## src/rtl/downsample_pool2.sv

```systemverilog
// Streaming 2:1 decimator for channel-major Q8.8 frames.
// Each input pair produces one pooled word (average, signed max or keep-first).
// The pooled word sits in a one-entry registered output with valid/ready handshake.
module downsample_pool2 #(
    parameter int unsigned DATA_WIDTH = 16,
    parameter int unsigned CHANNELS   = 4,
    parameter int unsigned IN_LEN     = 16,
    parameter int unsigned MODE       = 0
) (
    input  logic                  clk,
    input  logic                  rst_n,
    input  logic                  start,
    input  logic [DATA_WIDTH-1:0] data_in,
    input  logic                  valid_in,
    output logic                  ready_in,
    output logic [DATA_WIDTH-1:0] data_out,
    output logic                  valid_out,
    input  logic                  ready_out,
    output logic                  last_out,
    output logic                  busy,
    output logic                  done
);

    localparam int unsigned OUT_LEN = IN_LEN / 2;
    localparam int unsigned PAIR_W  = (OUT_LEN > 1) ? $clog2(OUT_LEN) : 1;
    localparam int unsigned CH_W    = (CHANNELS > 1) ? $clog2(CHANNELS) : 1;
    localparam int unsigned SUM_W   = DATA_WIDTH + 1;

    localparam logic [PAIR_W-1:0] PAIR_LAST = PAIR_W'(OUT_LEN - 1);
    localparam logic [CH_W-1:0]   CH_LAST   = CH_W'(CHANNELS - 1);

    localparam logic [2:0] S_IDLE   = 3'd0;
    localparam logic [2:0] S_FIRST  = 3'd1;
    localparam logic [2:0] S_SECOND = 3'd2;
    localparam logic [2:0] S_DRAIN  = 3'd3;
    localparam logic [2:0] S_DONE   = 3'd4;

    logic [2:0]            state;
    logic [2:0]            state_next;
    logic [DATA_WIDTH-1:0] sample_a;
    logic [PAIR_W-1:0]     pair_cnt;
    logic [CH_W-1:0]       ch_cnt;
    logic [SUM_W-1:0]      pair_sum;
    logic [DATA_WIDTH-1:0] pooled;
    logic                  take_a;
    logic                  pair_done;
    logic                  pair_wrap;
    logic                  frame_last;

    assign take_a     = (state == S_FIRST) && valid_in;
    assign pair_done  = (state == S_SECOND) && valid_in && ready_in;
    assign pair_wrap  = (pair_cnt == PAIR_LAST);
    assign frame_last = pair_wrap && (ch_cnt == CH_LAST);

    // Next-state decode and combinational input ready.
    always_comb begin
        state_next = state;
        ready_in   = 1'b0;
        case (state)
            S_IDLE: begin
                if (start) state_next = S_FIRST;
            end
            S_FIRST: begin
                ready_in = 1'b1;
                if (valid_in) state_next = S_SECOND;
            end
            S_SECOND: begin
                ready_in = !valid_out || ready_out;
                if (valid_in && ready_in) state_next = frame_last ? S_DRAIN : S_FIRST;
            end
            S_DRAIN: begin
                if (!valid_out || ready_out) state_next = S_DONE;
            end
            S_DONE: begin
                state_next = S_IDLE;
            end
            default: begin
                state_next = S_IDLE;
            end
        endcase
    end

    // Pooling op on the held sample A and the incoming sample B.
    always_comb begin
        // Sign-extended A+B+1; bits [DATA_WIDTH:1] are the half-up rounded mean.
        pair_sum = {sample_a[DATA_WIDTH-1], sample_a} + {data_in[DATA_WIDTH-1], data_in} + SUM_W'(1);
        if (MODE == 0) begin
            pooled = DATA_WIDTH'(pair_sum >> 1);
        end else if (MODE == 1) begin
            pooled = ($signed(data_in) > $signed(sample_a)) ? data_in : sample_a;
        end else begin
            pooled = sample_a;
        end
    end

    // State register.
    always_ff @(posedge clk or negedge rst_n) begin
        if (!rst_n) state <= S_IDLE;
        else        state <= state_next;
    end

    // Held sample A and the pair/channel position counters.
    always_ff @(posedge clk or negedge rst_n) begin
        if (!rst_n) begin
            sample_a <= '0;
            pair_cnt <= '0;
            ch_cnt   <= '0;
        end else begin
            if (take_a) sample_a <= data_in;
            if ((state == S_IDLE) || (state == S_DONE)) begin
                pair_cnt <= '0;
                ch_cnt   <= '0;
            end else if (pair_done) begin
                if (pair_wrap) begin
                    pair_cnt <= '0;
                    ch_cnt   <= (ch_cnt == CH_LAST) ? '0 : ch_cnt + CH_W'(1);
                end else begin
                    pair_cnt <= pair_cnt + PAIR_W'(1);
                end
            end
        end
    end

    // One-entry output register; a load may coincide with the drain of the old word.
    always_ff @(posedge clk or negedge rst_n) begin
        if (!rst_n) begin
            data_out  <= '0;
            valid_out <= 1'b0;
            last_out  <= 1'b0;
        end else if (pair_done) begin
            data_out  <= pooled;
            valid_out <= 1'b1;
            last_out  <= pair_wrap;
        end else if (valid_out && ready_out) begin
            valid_out <= 1'b0;
        end
    end

    // Frame status flags, registered from the next state.
    always_ff @(posedge clk or negedge rst_n) begin
        if (!rst_n) begin
            busy <= 1'b0;
            done <= 1'b0;
        end else begin
            busy <= (state_next == S_FIRST) || (state_next == S_SECOND) || (state_next == S_DRAIN);
            done <= (state_next == S_DONE);
        end
    end

endmodule

```

## config.mk

```make
export PLATFORM = sky130hd
export DESIGN_NAME = downsample_pool2
export DESIGN_NICKNAME = d
export VERILOG_FILES = /design/src/rtl/downsample_pool2.sv
export SDC_FILE = /design/constraint.sdc
export NUM_CORES = 1
export LEC_CHECK = 0
export CAP_MARGIN = 20
export CELL_PAD_IN_SITES_DETAIL_PLACEMENT = 1
export CELL_PAD_IN_SITES_GLOBAL_PLACEMENT = 2
export CORE_MARGIN = 3
export CORE_UTILIZATION = 30
export DETAILED_ROUTE_END_ITERATION = 8
export PLACE_DENSITY = 0.77
export SYNTH_ARGS = -nofsm -noshare
export SYNTH_HDL_FRONTEND = slang
export SYNTH_SLANG_ARGS = --single-unit
```

## constraint.sdc

```tcl
create_clock -name clk -period 2.3 [get_ports clk]
set_clock_uncertainty 0.1 [all_clocks]
set_input_delay 0.345 -clock clk [delete_from_list [all_inputs] [get_ports clk]]
set_output_delay 0.345 -clock clk [all_outputs]
set_load 0.02 [all_outputs]
```

==> reports/metrics.yaml <==
die_h_um: 97.70
ant_nets: 0
drt_iter0_drc: 48
arrival_ps: 2330
fillers: 896
path_max_fanout: 3
postRouteWirelength_mm: 6.693
setup_ws_ps: 69.86
vias: 2157
die_w_um: 97.70
final_layout_size_suffix_gt1_frac: 0.2924
p_total_mw: 5.250
cp-start-kind: "flip-flop"
worstSkewPairLatency_ps: 300
ctsLongestPathBuffers: 2
ys_ff_latch: 44
cts_sinks: 44
holdWs_ps: 249.7
cts_htree_levels: 2
maxSlewHeadroom: 0.7497
cts_buffers: 5
dp_hpwl_mm: 5.038
ios: 42
fmax_ghz: 0.4484
gp_congestion: 0.8025
post-place-ws_ps: -547.5
overflow: 0
setup_viol: 0
fin_tns_setup_ps: 0
grt_max_degree: 30
status: "completed"
clockRootBuffer: "clkbuf_8"
ys_warn_count: 0
vias_per_cell: 4.858
dr.pass1.iters: 4
area_delta_synth_final_pct: 46.78
path_class: "reg -> reg"
nNetsFinal: 381
core_area_um2: 7928
syn_inst: 252
min_period_over_period: 0.9696
wl_per_cell_um: 15.07
cts_tree: "done"
utilization: 0.4670
initial_core_util: 0.3182
vdd_drop_max_mv: 0.5949
min_period_ps: 2230
r2r_cells: 8
min_delay_path_depth: 2
end_kind: "flip-flop"
power_density_nw_per_um2: 1418
netlist_area_um2: 2522
final_common_cell: "buf_4"
rows: 32
antenna_found_initial: 0
drv_slew: 0
cp.required_ps: 2400
syn-mean-instance-area_um2: 10.01
synth_seq_area_share: 0.4365
tightest_slew_ps: 371.5
cellLeakagePower_nw: 1.658
die-area_um2: 9544
diodes: 0
mostFrequentLayoutCells: "buf_4 (48), dfrtp_1 (44), nand2_1 (35)"
maxCapViolations: 0
io_buffer_count: 41
hold_path_class: "in -> reg"
grt_pass1_vias: 2287
synth_cell_types: 45
drcViolationCount: 0
path_clk_slew_ps: 80
finalHoldViolations: 0
grt_pass1_wl_mm: 11.05
track_usage: 0.1418
syn_nets: 292
-- routing by layer --
| layer | up-vias | GRT usage | share of wire |
|---|---|---|---|
| li1 | 1074 | - | - |
| met1 | 1041 | 0.1883 | 0.46 |
| met2 | 33 | 0.2367 | 0.49 |
| met3 | 9 | 0.02800 | 0.030 |
| met4 | 0 | 0.03514 | 0.014 |
| met5 | - | 0 | 0 |
-- metrics by stage --
step	instances	area [um2]
global route	444	3702
finish	444	3702
CTS	439	3573
global placement	429	3373
detailed placement	429	3373
floorplan	252	2522
-- critical path, cell delays in order, from the launching register on --
cell	delay, ps
dfrtp_1	390
or2_4	260
fa_2	400
a21oi_4	190
o2bb2ai_4	90
nor3b_2	210
o21ai_2	100
nor3b_1	150
o31ai_1	250
-- sequential cells by signal (all words and copies together), names as in the netlist --
name,cells
last_out,1
busy,1
done,1
valid_out,1
ch_cnt,2
sample_a,16
state,3
data_out,16
pair_cnt,3
-- final timing paths --
kind	startpoint	end	slack, ps
worst min register to register	data_out[0]$_DFFE_PN0P_	data_out[0]$_DFFE_PN0P_	380
worst max-delay path	sample_a[0]$_DFFE_PN0P_	data_out[15]$_DFFE_PN0P_	70
min in group asynchronous	rst_n	busy$_DFF_PN0_	360
max in group asynchronous	rst_n	sample_a[6]$_DFFE_PN0P_	1160
worst max register to register	sample_a[0]$_DFFE_PN0P_	data_out[15]$_DFFE_PN0P_	70
worst min-delay path	data_in[3]	sample_a[3]$_DFFE_PN0P_	250
-- power by group --
part / internal (mW) / switching (mW) / total [mW] / leakage [nW]
clock: 0.323 / 0.267 / 0.590 / 0.0552
combinational: 1.75 / 1.57 / 3.33 / 1.05
sequential: 1.10 / 0.237 / 1.33 / 0.550
-- repair_timing --
action                                 CTS  global route
setup endpoints to repair                8             7
resized for setup                       18            17
hold buffers                             1             0
setup buffers                            1             5
endpoints found under the hold margin   12             0
pin swaps                               10            16
-- synth_stat cells (all sizes together) --
| cell | count | area share |
|---|---|---|
| a2111oi | 1 | 0.0035 |
| a211o | 1 | 0.0035 |
| a211oi | 3 | 0.011 |
| a21boi | 1 | 0.0030 |
| a21o | 3 | 0.0089 |
| a21oi | 19 | 0.038 |
| a221oi | 1 | 0.0060 |
| a311oi | 1 | 0.0035 |
| a31oi | 2 | 0.0050 |
| and3 | 1 | 0.0025 |
| buf | 2 | 0.0040 |
| clkbuf | 9 | 0.014 |
| dfrtp | 44 | 0.44 |
| fa | 1 | 0.0079 |
| ha | 18 | 0.089 |
| inv | 4 | 0.0060 |
| mux2 | 16 | 0.071 |
| nand2 | 36 | 0.054 |
| nand2b | 5 | 0.012 |
| nand3 | 4 | 0.0079 |
| nand3b | 1 | 0.0030 |
| nand4 | 1 | 0.0025 |
| nor2 | 11 | 0.016 |
| nor2b | 3 | 0.0074 |
| nor3 | 4 | 0.0099 |
| nor3b | 8 | 0.024 |
| o211ai | 2 | 0.0060 |
| o21a | 4 | 0.012 |
| o21ai | 18 | 0.036 |
| o21bai | 5 | 0.015 |
| o221a | 1 | 0.0045 |
| o221ai | 1 | 0.0035 |
| o2bb2ai | 1 | 0.0035 |
| o31ai | 3 | 0.011 |
| o41ai | 1 | 0.0065 |
| or2 | 2 | 0.0050 |
| or3 | 3 | 0.0094 |
| xnor2 | 7 | 0.024 |
| xor2 | 4 | 0.014 |
-- area by class of cell --
class,count,area [um2],area share
Multi-Input combinational cell,193,1519,0.4103
Sequential cell,44,1101,0.2974
Timing Repair Buffer,93,832.0,0.2247
Tap cell,102,127.6,0.03447
Clock buffer,6,72.57,0.01960
Clock inverter,2,35.03,0.009463
Inverter,4,15.01,0.004055
-- logic make-up (layout without fill, tap and decap cells) --
kind of cell	after synthesis	after routing	share of synthesized area
compound gates	68	68	0.1791
xor+xnor	11	11	0.03819
flops	44	44	0.4365
fa+ha+maj	19	19	0.09722
mux	16	16	0.07143
simple gates	79	79	0.1538
buf+inv	15	105	0.02381
No activity file was read; power rests on OpenSTA's default activity.
